--- src/rtl/keypad_scanner.sv ---
// keypad_scanner: scans a 4x4 active-low hex keypad one column at a time and debounces
// over whole scans, giving the accepted key code, a one-cycle valid pulse and a held level.
module keypad_scanner #(
  parameter int unsigned SCAN_BITS      = 11,
  parameter int unsigned DEBOUNCE_SCANS = 4
) (
  input  logic       clock,
  input  logic       reset,
  input  logic [3:0] row,
  output logic [3:0] column,
  output logic [3:0] key,
  output logic       keyValid,
  output logic       keyHeld
);
  typedef enum logic [1:0] {ST_IDLE, ST_DEBOUNCE, ST_PRESSED, ST_RELEASE} state_t;
  typedef enum logic [1:0] {RES_NONE, RES_KEY, RES_MULTI} res_t;

  logic [3:0]           row_s1_q, row_s2_q;
  logic [SCAN_BITS-1:0] presc_q;
  logic [1:0]           col_q, col_d;
  logic [3:0]           column_q;
  logic [1:0]           acc_cnt_q, acc_cnt_d;
  logic [3:0]           first_q, first_d;
  state_t               state_q, state_d;
  logic [3:0]           cnt_q, cnt_d, cand_q, cand_d, key_q, key_d;
  logic                 valid_q, valid_d, held_q, held_d;

  logic       tick, eos;
  logic [3:0] pressed;
  logic [2:0] samp_cnt, total;
  logic [1:0] low_r;
  logic [3:0] samp_key, scan_key, cnt_inc;
  res_t       res;
  logic       cnt_done, cand_match;

  function automatic logic [3:0] key_code(input logic [1:0] r, input logic [1:0] c);
    logic [3:0] code;
    case ({r, c})
      4'h0: code = 4'h1;  4'h1: code = 4'h2;  4'h2: code = 4'h3;  4'h3: code = 4'hA;
      4'h4: code = 4'h4;  4'h5: code = 4'h5;  4'h6: code = 4'h6;  4'h7: code = 4'hB;
      4'h8: code = 4'h7;  4'h9: code = 4'h8;  4'hA: code = 4'h9;  4'hB: code = 4'hC;
      4'hC: code = 4'h0;  4'hD: code = 4'hF;  4'hE: code = 4'hE;  default: code = 4'hD;
    endcase
    return code;
  endfunction

  // Scan datapath: the sample taken on the last column's tick is folded into the result.
  always_comb begin
    tick     = &presc_q;
    eos      = tick && (col_q == 2'd3);
    col_d    = tick ? col_q + 2'd1 : col_q;
    pressed  = ~row_s2_q;
    samp_cnt = 3'(pressed[0]) + 3'(pressed[1]) + 3'(pressed[2]) + 3'(pressed[3]);
    if (pressed[0])      low_r = 2'd0;
    else if (pressed[1]) low_r = 2'd1;
    else if (pressed[2]) low_r = 2'd2;
    else                 low_r = 2'd3;
    samp_key = key_code(low_r, col_q);
    total    = 3'(acc_cnt_q) + samp_cnt;
    scan_key = (acc_cnt_q == 2'd0) ? samp_key : first_q;
    if (total == 3'd0)      res = RES_NONE;
    else if (total == 3'd1) res = RES_KEY;
    else                    res = RES_MULTI;
    acc_cnt_d = acc_cnt_q;
    first_d   = first_q;
    if (eos) begin
      acc_cnt_d = '0;
      first_d   = '0;
    end else if (tick) begin
      acc_cnt_d = (total >= 3'd2) ? 2'd2 : total[1:0];
      if (acc_cnt_q == 2'd0 && samp_cnt != 3'd0) first_d = samp_key;
    end
    cnt_inc    = cnt_q + 4'd1;
    cnt_done   = (cnt_inc == 4'(DEBOUNCE_SCANS));
    cand_match = (res == RES_KEY) && (scan_key == cand_q);
  end

  always_ff @(posedge clock or negedge reset) begin
    if (!reset) begin
      row_s1_q  <= '1;
      row_s2_q  <= '1;
      presc_q   <= '0;
      col_q     <= '0;
      column_q  <= 4'b1110;
      acc_cnt_q <= '0;
      first_q   <= '0;
      cnt_q     <= '0;
      cand_q    <= '0;
      key_q     <= '0;
      valid_q   <= 1'b0;
      held_q    <= 1'b0;
    end else begin
      row_s1_q  <= row;
      row_s2_q  <= row_s1_q;
      presc_q   <= presc_q + SCAN_BITS'(1);
      col_q     <= col_d;
      column_q  <= ~(4'b0001 << col_d);
      acc_cnt_q <= acc_cnt_d;
      first_q   <= first_d;
      cnt_q     <= cnt_d;
      cand_q    <= cand_d;
      key_q     <= key_d;
      valid_q   <= valid_d;
      held_q    <= held_d;
    end
  end

  always_ff @(posedge clock or negedge reset) begin
    if (!reset) state_q <= ST_IDLE;
    else        state_q <= state_d;
  end

  always_comb begin
    state_d = state_q;
    if (eos) begin
      case (state_q)
        ST_IDLE:     if (res == RES_KEY) state_d = ST_DEBOUNCE;
        ST_DEBOUNCE: if (!cand_match) state_d = ST_IDLE;
                     else if (cnt_done) state_d = ST_PRESSED;
        ST_PRESSED:  if (res == RES_NONE) state_d = ST_RELEASE;
        ST_RELEASE:  if (res != RES_NONE) state_d = ST_PRESSED;
                     else if (cnt_done) state_d = ST_IDLE;
        default:     state_d = ST_IDLE;
      endcase
    end
  end

  always_comb begin
    cnt_d   = cnt_q;
    cand_d  = cand_q;
    key_d   = key_q;
    held_d  = held_q;
    valid_d = 1'b0;
    if (eos) begin
      case (state_q)
        ST_IDLE: if (res == RES_KEY) begin
          cand_d = scan_key;
          cnt_d  = 4'd1;
        end
        ST_DEBOUNCE: begin
          if (!cand_match) cnt_d = '0;
          else begin
            cnt_d = cnt_inc;
            if (cnt_done) begin
              key_d   = cand_q;
              held_d  = 1'b1;
              valid_d = 1'b1;
            end
          end
        end
        ST_PRESSED: if (res == RES_NONE) cnt_d = 4'd1;
        ST_RELEASE: begin
          if (res == RES_NONE) begin
            cnt_d = cnt_inc;
            if (cnt_done) begin
              cnt_d  = '0;
              held_d = 1'b0;
            end
          end
        end
        default: cnt_d = '0;
      endcase
    end
  end

  assign column   = column_q;
  assign key      = key_q;
  assign keyValid = valid_q;
  assign keyHeld  = held_q;
endmodule

--- config.mk ---
export PLATFORM = sky130hd
export DESIGN_NAME = keypad_scanner
export DESIGN_NICKNAME = d
export VERILOG_FILES = /design/src/rtl/keypad_scanner.sv
export SDC_FILE = /design/constraint.sdc
export NUM_CORES = 1
export LEC_CHECK = 0
export CAP_MARGIN = 30
export CORE_MARGIN = 1.5
export CORE_UTILIZATION = 45
export CTS_BUF_LIST = sky130_fd_sc_hd__clkbuf_4 sky130_fd_sc_hd__clkbuf_8
export DETAILED_ROUTE_END_ITERATION = 10
export GPL_ROUTABILITY_DRIVEN = 0
export HOLD_SLACK_MARGIN = 0.15
export PLACE_DENSITY = 0.64
export SKIP_LAST_GASP = 1
export SLEW_MARGIN = 15
export SYNTH_ARGS = -nofsm -noshare
export SYNTH_HDL_FRONTEND = slang
export SYNTH_SLANG_ARGS = --single-unit
--- constraint.sdc ---
create_clock -name clock -period 3.4 [get_ports clock]
set_input_delay 0.68 -clock clock [delete_from_list [all_inputs] [get_ports clock]]
set_output_delay 0.68 -clock clock [all_outputs]
set_load 0.05 [all_outputs]
Word level (Yosys, flattened, before mapping):

Memory sizes are Yosys's and may differ from the RTL's.
Cells that the tools add are included.

* logic and storage cells: 95
* memory bits (read-only): 64
* RAM bits: 0
* latch bits: 0
* register bits: 47
* memories: 1
* bits of input ports: 6
* output and inout port bits: 10

* divide/modulo/power cells: 0
* add/subtract/negate cells: 7
* magnitude comparators: 1
* bitwise gates (word level): 2
* multiplexer cells: 35
* reduce and logical (&&, ||, !) cells: 19
* multiply operators: 0
* shifts and indexed selects: 1
* equality and inequality tests: 16

Memories
* (no name shown): depth 16, width 4, rd ports 1, clocked after Yosys merged registers in 0, write ports 0, line 38 `case ({r, c})`

Operators with widths (count)
* $mux W4: 9
* $mux W2: 14
* $pmux W4 S4: 1
* $ne A2 B2 Y1 const B: 6
* $add A11 B1 Y11 const B: 1
* $reduce_and A11 Y1: 1
* $mux W1: 9
* $not A4 Y4: 2
* $pmux W2 S4: 1
* $reduce_and A4 Y1: 2
* $reduce_bool A2 Y1: 4
* $eq A2 B2 Y1 const B: 3
* $logic_not A2 Y1: 3
* $ne A3 B3 Y1 const B: 2
* $reduce_and A6 Y1: 1
* $reduce_and A5 Y1: 1
* $add A4 B1 Y4 const B: 1
* $eq A2 B1 Y1 const B: 2
* $eq A4 B3 Y1 const B: 1
* $eq A4 B4 Y1: 1
* $shl A1 B2 Y4 const A: 1
* $add A2 B1 Y3: 1
* $add A2 B3 Y3: 1
* $add A3 B1 Y3: 1
* other kinds (10): 12

Longest topological paths before layout:

* depth after elaboration: 13
* gate-level depth with buffers: 12

Least setup slack after synthesis:

OpenSTA, ideal clock, no wires.

* path type: reg-to-reg
* start: reg row_s2_q[0]
* end: reg key_q[0], in the netlist key[0]
* path buffers: 0
* library setup time: 0.125 ns
* path slack: -0.137 ns
* stages on the path, launching flop included: 13
* clock period less this slack: 3.537 ns
* arrival time: 3.412 ns
* cells stage by stage: dfstp_2 -> inv_1 -> fa_1 -> ha_1 -> ha_1 -> fa_1 -> xnor2_1 -> nand3b_1 -> a21oi_1 -> o211a_1 -> nand3b_2 -> nor3_4 -> mux2_4

* cells in the longest elaborated chain, start to end: 11
* elaborated cells on any way between the ends: 16
* those cells by class: add/sub (4); eq/ne (3); mux (4); bitwise (1); reduce/logical (3); memory (1)

RTL lines
* start, declared: line 18 `logic [3:0] row_s1_q, row_s2_q;`
* start signal, assigned: line 94 `row_s2_q <= row_s1_q;`
* $not A4 Y4 *: line 52 `pressed = ~row_s2_q;`
* $add A1 B1 Y2: line 53 `samp_cnt = 3'(pressed[0]) + 3'(pressed[1]) + 3'(pressed[2]) + 3'(pressed[3]);`
* $add A2 B1 Y3: line 53
* $add A3 B1 Y3: line 53
* $add A2 B3 Y3: line 59 `total = 3'(acc_cnt_q) + samp_cnt;`
* $eq A3 B1 Y1: line 62 `else if (total == 3'd1) res = RES_KEY;`
* $mux W2: line 62
* $mux W2: line 61 `if (total == 3'd0) res = RES_NONE;`
* $eq A2 B1 Y1: line 75 `cand_match = (res == RES_KEY) && (scan_key == cand_q);`
* $logic_and A1 B1 Y1 *: line 75
* $reduce_and A4 Y1 (no source line) *
* end signal, assigned: line 102 `key_q <= key_d;`
* end, declared: line 25 `logic [3:0] cnt_q, cnt_d, cand_q, cand_d, key_q, key_d;`

Mark *: on every way between the ends. The rest lies on a longest branch, timed or not.
A chain may end at the register's enable or synchronous reset.

Final worst setup path:

* start: reg row_s2_q[1]
* end: reg key_q[0], in the netlist key[0]

The elaborated chain is that of the path after synthesis.

==> summary.md <==
| Metric | Value |
|---|---|
| Placed insts | 337 |
| Yosys reg bits | 47 |
| Setup violations, final | 0 |
| Post-synth ARST share | 100% |
| Ys Warns | 0 |
| Cell area after layout | 0.00299 mm² |
| Vias in the first global route | 1801 |
| Initial Util | 46.4% |
| Status | completed |
| Leakage | 1.35 nW |
| Metal3 WL | 155 µm |
| GRT Overall Usage | 17.9% |
| Crit-path max FO | 5 |
| Cell Int Power | 0.771 mW |
| Most frequent cells in the layout | dfrtp_1, nand2_1, nor2_1, clkdlybuf4s50_1 |
| Antenna-violating nets left | 0 |
| Final core area utilization | 54.2% |
| Syn_nets | 268 |
| TritonCTS Buffers | 5 |
| Worst Max-Slew Pin Slew | 542 ps |
| Final #Nets | 292 |
| Max Used Layer | met4 |
| Skew final | 8.68 ps |
| Critical Path End Type | flop |
| # IOs | 16 |
| Data arrival, critical path | 3560 ps |
| Area of the multi-input gates | 0.00134 mm² |
| Fill cells | 496 |
| Flop pwr share | 55.9% |
| Final hold vios | 0 |
| Port bufs | 15 |
| Post-route clock period utilization | 99.1% |
| Via count | 1850 |
| Final std cells w/o fill | 346 |
| Placed Area | 0.00287 mm² |
| Hold_buf cts | 0 |
| Normalized max-slew margin | 63.6% |
| Syn avg cell area | 10.3 µm² |
| H-tree levels | 2 |
| Synth Flop Type | dfrtp_1 |
| Drc violations | 0 |
| Synth-to-Final Area Change | 17.0% |
| Clock transition at path regs | 80 ps |
| Width of the die | 78.3 µm |
| Commonest non-fill, non-tap cell in the layout | dfrtp_1 |
| Min Clock Period, post-route | 3370 ps |
| Post-Syn Instances | 249 |
| Clock Sinks | 47 |
| Routed wl met2 | 2.38 mm |
| Cell mode on critical path | ha_4 |
| Fin worst setup slack | 31.6 ps |
| P per Cell Area | 341 mW/mm² |
| Routed met1 length | 2.45 mm |
| Worst path required time | 3590 ps |
| Antenna violations before repair | 0 |
| Number of enable flip-flop cells after synthesis | 0 |
| Iter 0 DRT Violations | 98 |
| Register area | 0.00119 mm² |
| Worst min path class | in2async |
| Root Driver | clkbuf_8 |
| TritonCTS clock tree | done |
| Final Max Slew Viols | 0 |
| Skew-Pair Late Insertion Delay | 300 ps |
| First-pass iteration count of the detailed router | 4 |
| Antenna cell count | 0 |
| Sw Ratio | 24.4% |
| Sequential fraction of the synthesis area | 46.6% |
| Slowest cell on crit path | dfstp_2 |
| Die height | 78.3 µm |
| Post-DP HPWL | 3.78 mm |
| Core footprint | 0.00551 mm² |
| Cell variety after synth | 57 |
| Clock share of power | 33.2% |
| Crit path kind | reg2reg |
| Max Cap Violations | 0 |
| GR Overflow Total | 0 |
| Peak Freq | 0.297 GHz |
| Final wirelength | 5.06 mm |
| Drt wl/cell | 14.6 µm |
| Total chip power | 1.02 mW |
| Crit-path cells | inv_1 -> fa_1 -> ha_4 -> ha_4 -> fa_2 -> nand3b_1 -> a21oi_2 -> o211a_1 -> nand3b_4 -> nor3_4 -> mux2_4 |
| RSZ-0062 raised after global routing | yes |
| Post-Syn Area | 0.00255 mm² |
| Switching pwr | 0.248 mW |
| Die area | 0.00614 mm² |
| Pin count of the biggest net entering global routing | 28 |
| Setup Slack @ Placement | -85.6 ps |
| Peak supply drop | 0.000252 V |
| Combinational share of power | 10.9% |
| Crit start category | flop |
| Site Rows | 27 |
| Via density per instance | 5.35 |
| First-pass GRT wire length | 8.46 mm |
| CP max stage delay | 540 ps |
| Clock Path Buffers | 2 |
| Share of cells above drive strength 1 | 19.0% |
==> path summary, 6_finish.rpt <==
path / from / end / slack (ps) / cells past startpoint
min: reset / first_q[0]$_DFFE_PN0P_ / 320 / 1
min in group clock: row_s1_q[0]$_DFF_PN1_ / row_s2_q[0]$_DFF_PN1_ / 360 / 0
min reg2reg: row_s1_q[0]$_DFF_PN1_ / row_s2_q[0]$_DFF_PN1_ / 360 / 0
max in group asynchronous: reset / column[1]$_DFF_PN1_ / 2500 / 2
max reg2reg: row_s2_q[1]$_DFF_PN1_ / key[0]$_DFFE_PN0P_ / 30 / 11
max: row_s2_q[1]$_DFF_PN1_ / key[0]$_DFFE_PN0P_ / 30 / 11
==> logic make-up (layout without fill, tap and decap cells) <==
| family | after synthesis | after routing | share of synthesized area (%) |
|---|---|---|---|
| AOI/OAI and AO/OA | 43 | 43 | 12.2 |
| xor gates and xnor gates | 15 | 15 | 5.14 |
| adders and majority gates | 13 | 13 | 6.96 |
| buffers and inverters | 20 | 45 | 3.72 |
| DFF | 47 | 47 | 46.6 |
| muxes | 10 | 10 | 4.80 |
| and+or+nand+nor | 101 | 101 | 20.6 |
==> timing repair <==
action	in CTS	in global routing
pin swaps	2	0
resized for setup	2	4
buffers inserted	0	1
endpoints found under the setup margin	6	6
==> metal layers <==
layer	track usage, %	up-vias
li1	-	923
met1	22.8	893
met2	29.3	28
met3	4.07	6
met4	7.32	0
met5	0	-
==> area by class of cell <==
cell class,instances,area share [%]
repair buffers,25,7.79
flip-flops and latches,47,39.8
multi-input cells,182,44.9
clock buffers,6,2.56
inverters,12,1.51
well taps,72,3.02
clock inverters,2,0.419
==> state kept, by name, indices dropped and copies added, names as in the netlist, 4 cells and up <==
name	flops
presc_q	11
cand_q	4
cnt_q	4
column	4
first_q	4
key	4
row_s1_q	4
row_s2_q	4
==> synthesized netlist by cell type (2+ instances only) <==
master    instances  area share (%)
a211oi_1          2            0.59
nor3_1           10             2.0
nand4_1           5             1.2
inv_1            12             1.8
dfrtp_1          36              35
nand3_1          11             2.2
and3_1            3            0.74
o31a_1            2            0.69
ha_1             11             5.4
fa_1              2             1.6
o211a_1           2            0.78
nand3b_1          4             1.2
and2_1            2            0.49
mux2_1            2            0.88
a21o_1            2            0.59
o21ai_0           8             1.6
dfstp_2          11              11
xor2_1            5             1.7
nand2_1          29             4.3
nor2_1           18             2.6
buf_2             4            0.78
nand2b_1          5             1.2
xnor2_1          10             3.4
o21ai_1           2            0.39
buf_6             2            0.88
o31ai_1           3            0.88
mux2_4            4             2.4
nor2b_1           2            0.49
a21oi_1           9             1.8
mux2i_1           4             1.6
==> worst max-delay path: cells and delay by family (launching register included) <==
kind,cells,cell delay (ps)
compound gates,2,340
fa+ha+maj,4,1380
buf+inv,1,50
flops,1,540
mux,1,330
simple gates,3,630
==> metrics by stage <==
step	TNS, ps	hold WS, ps
after global placement	0	346
after floorplan	0	345
after global routing	-686	362
after CTS	0	337
final	0	323
after detailed placement	-431	347
==> power by group through the flow <==
stage          clock network, mW  logic [mW]  registers [mW]
6_report                   0.339       0.111           0.569
3_3_place_gp                   0       0.104           0.580
2_1_floorplan                  0      0.0601           0.580
5_1_grt                    0.370       0.122           0.570
3_5_place_dp                   0       0.109           0.580
4_1_cts                    0.352       0.110           0.569
Note: power is estimated with default switching activity, not from simulation.
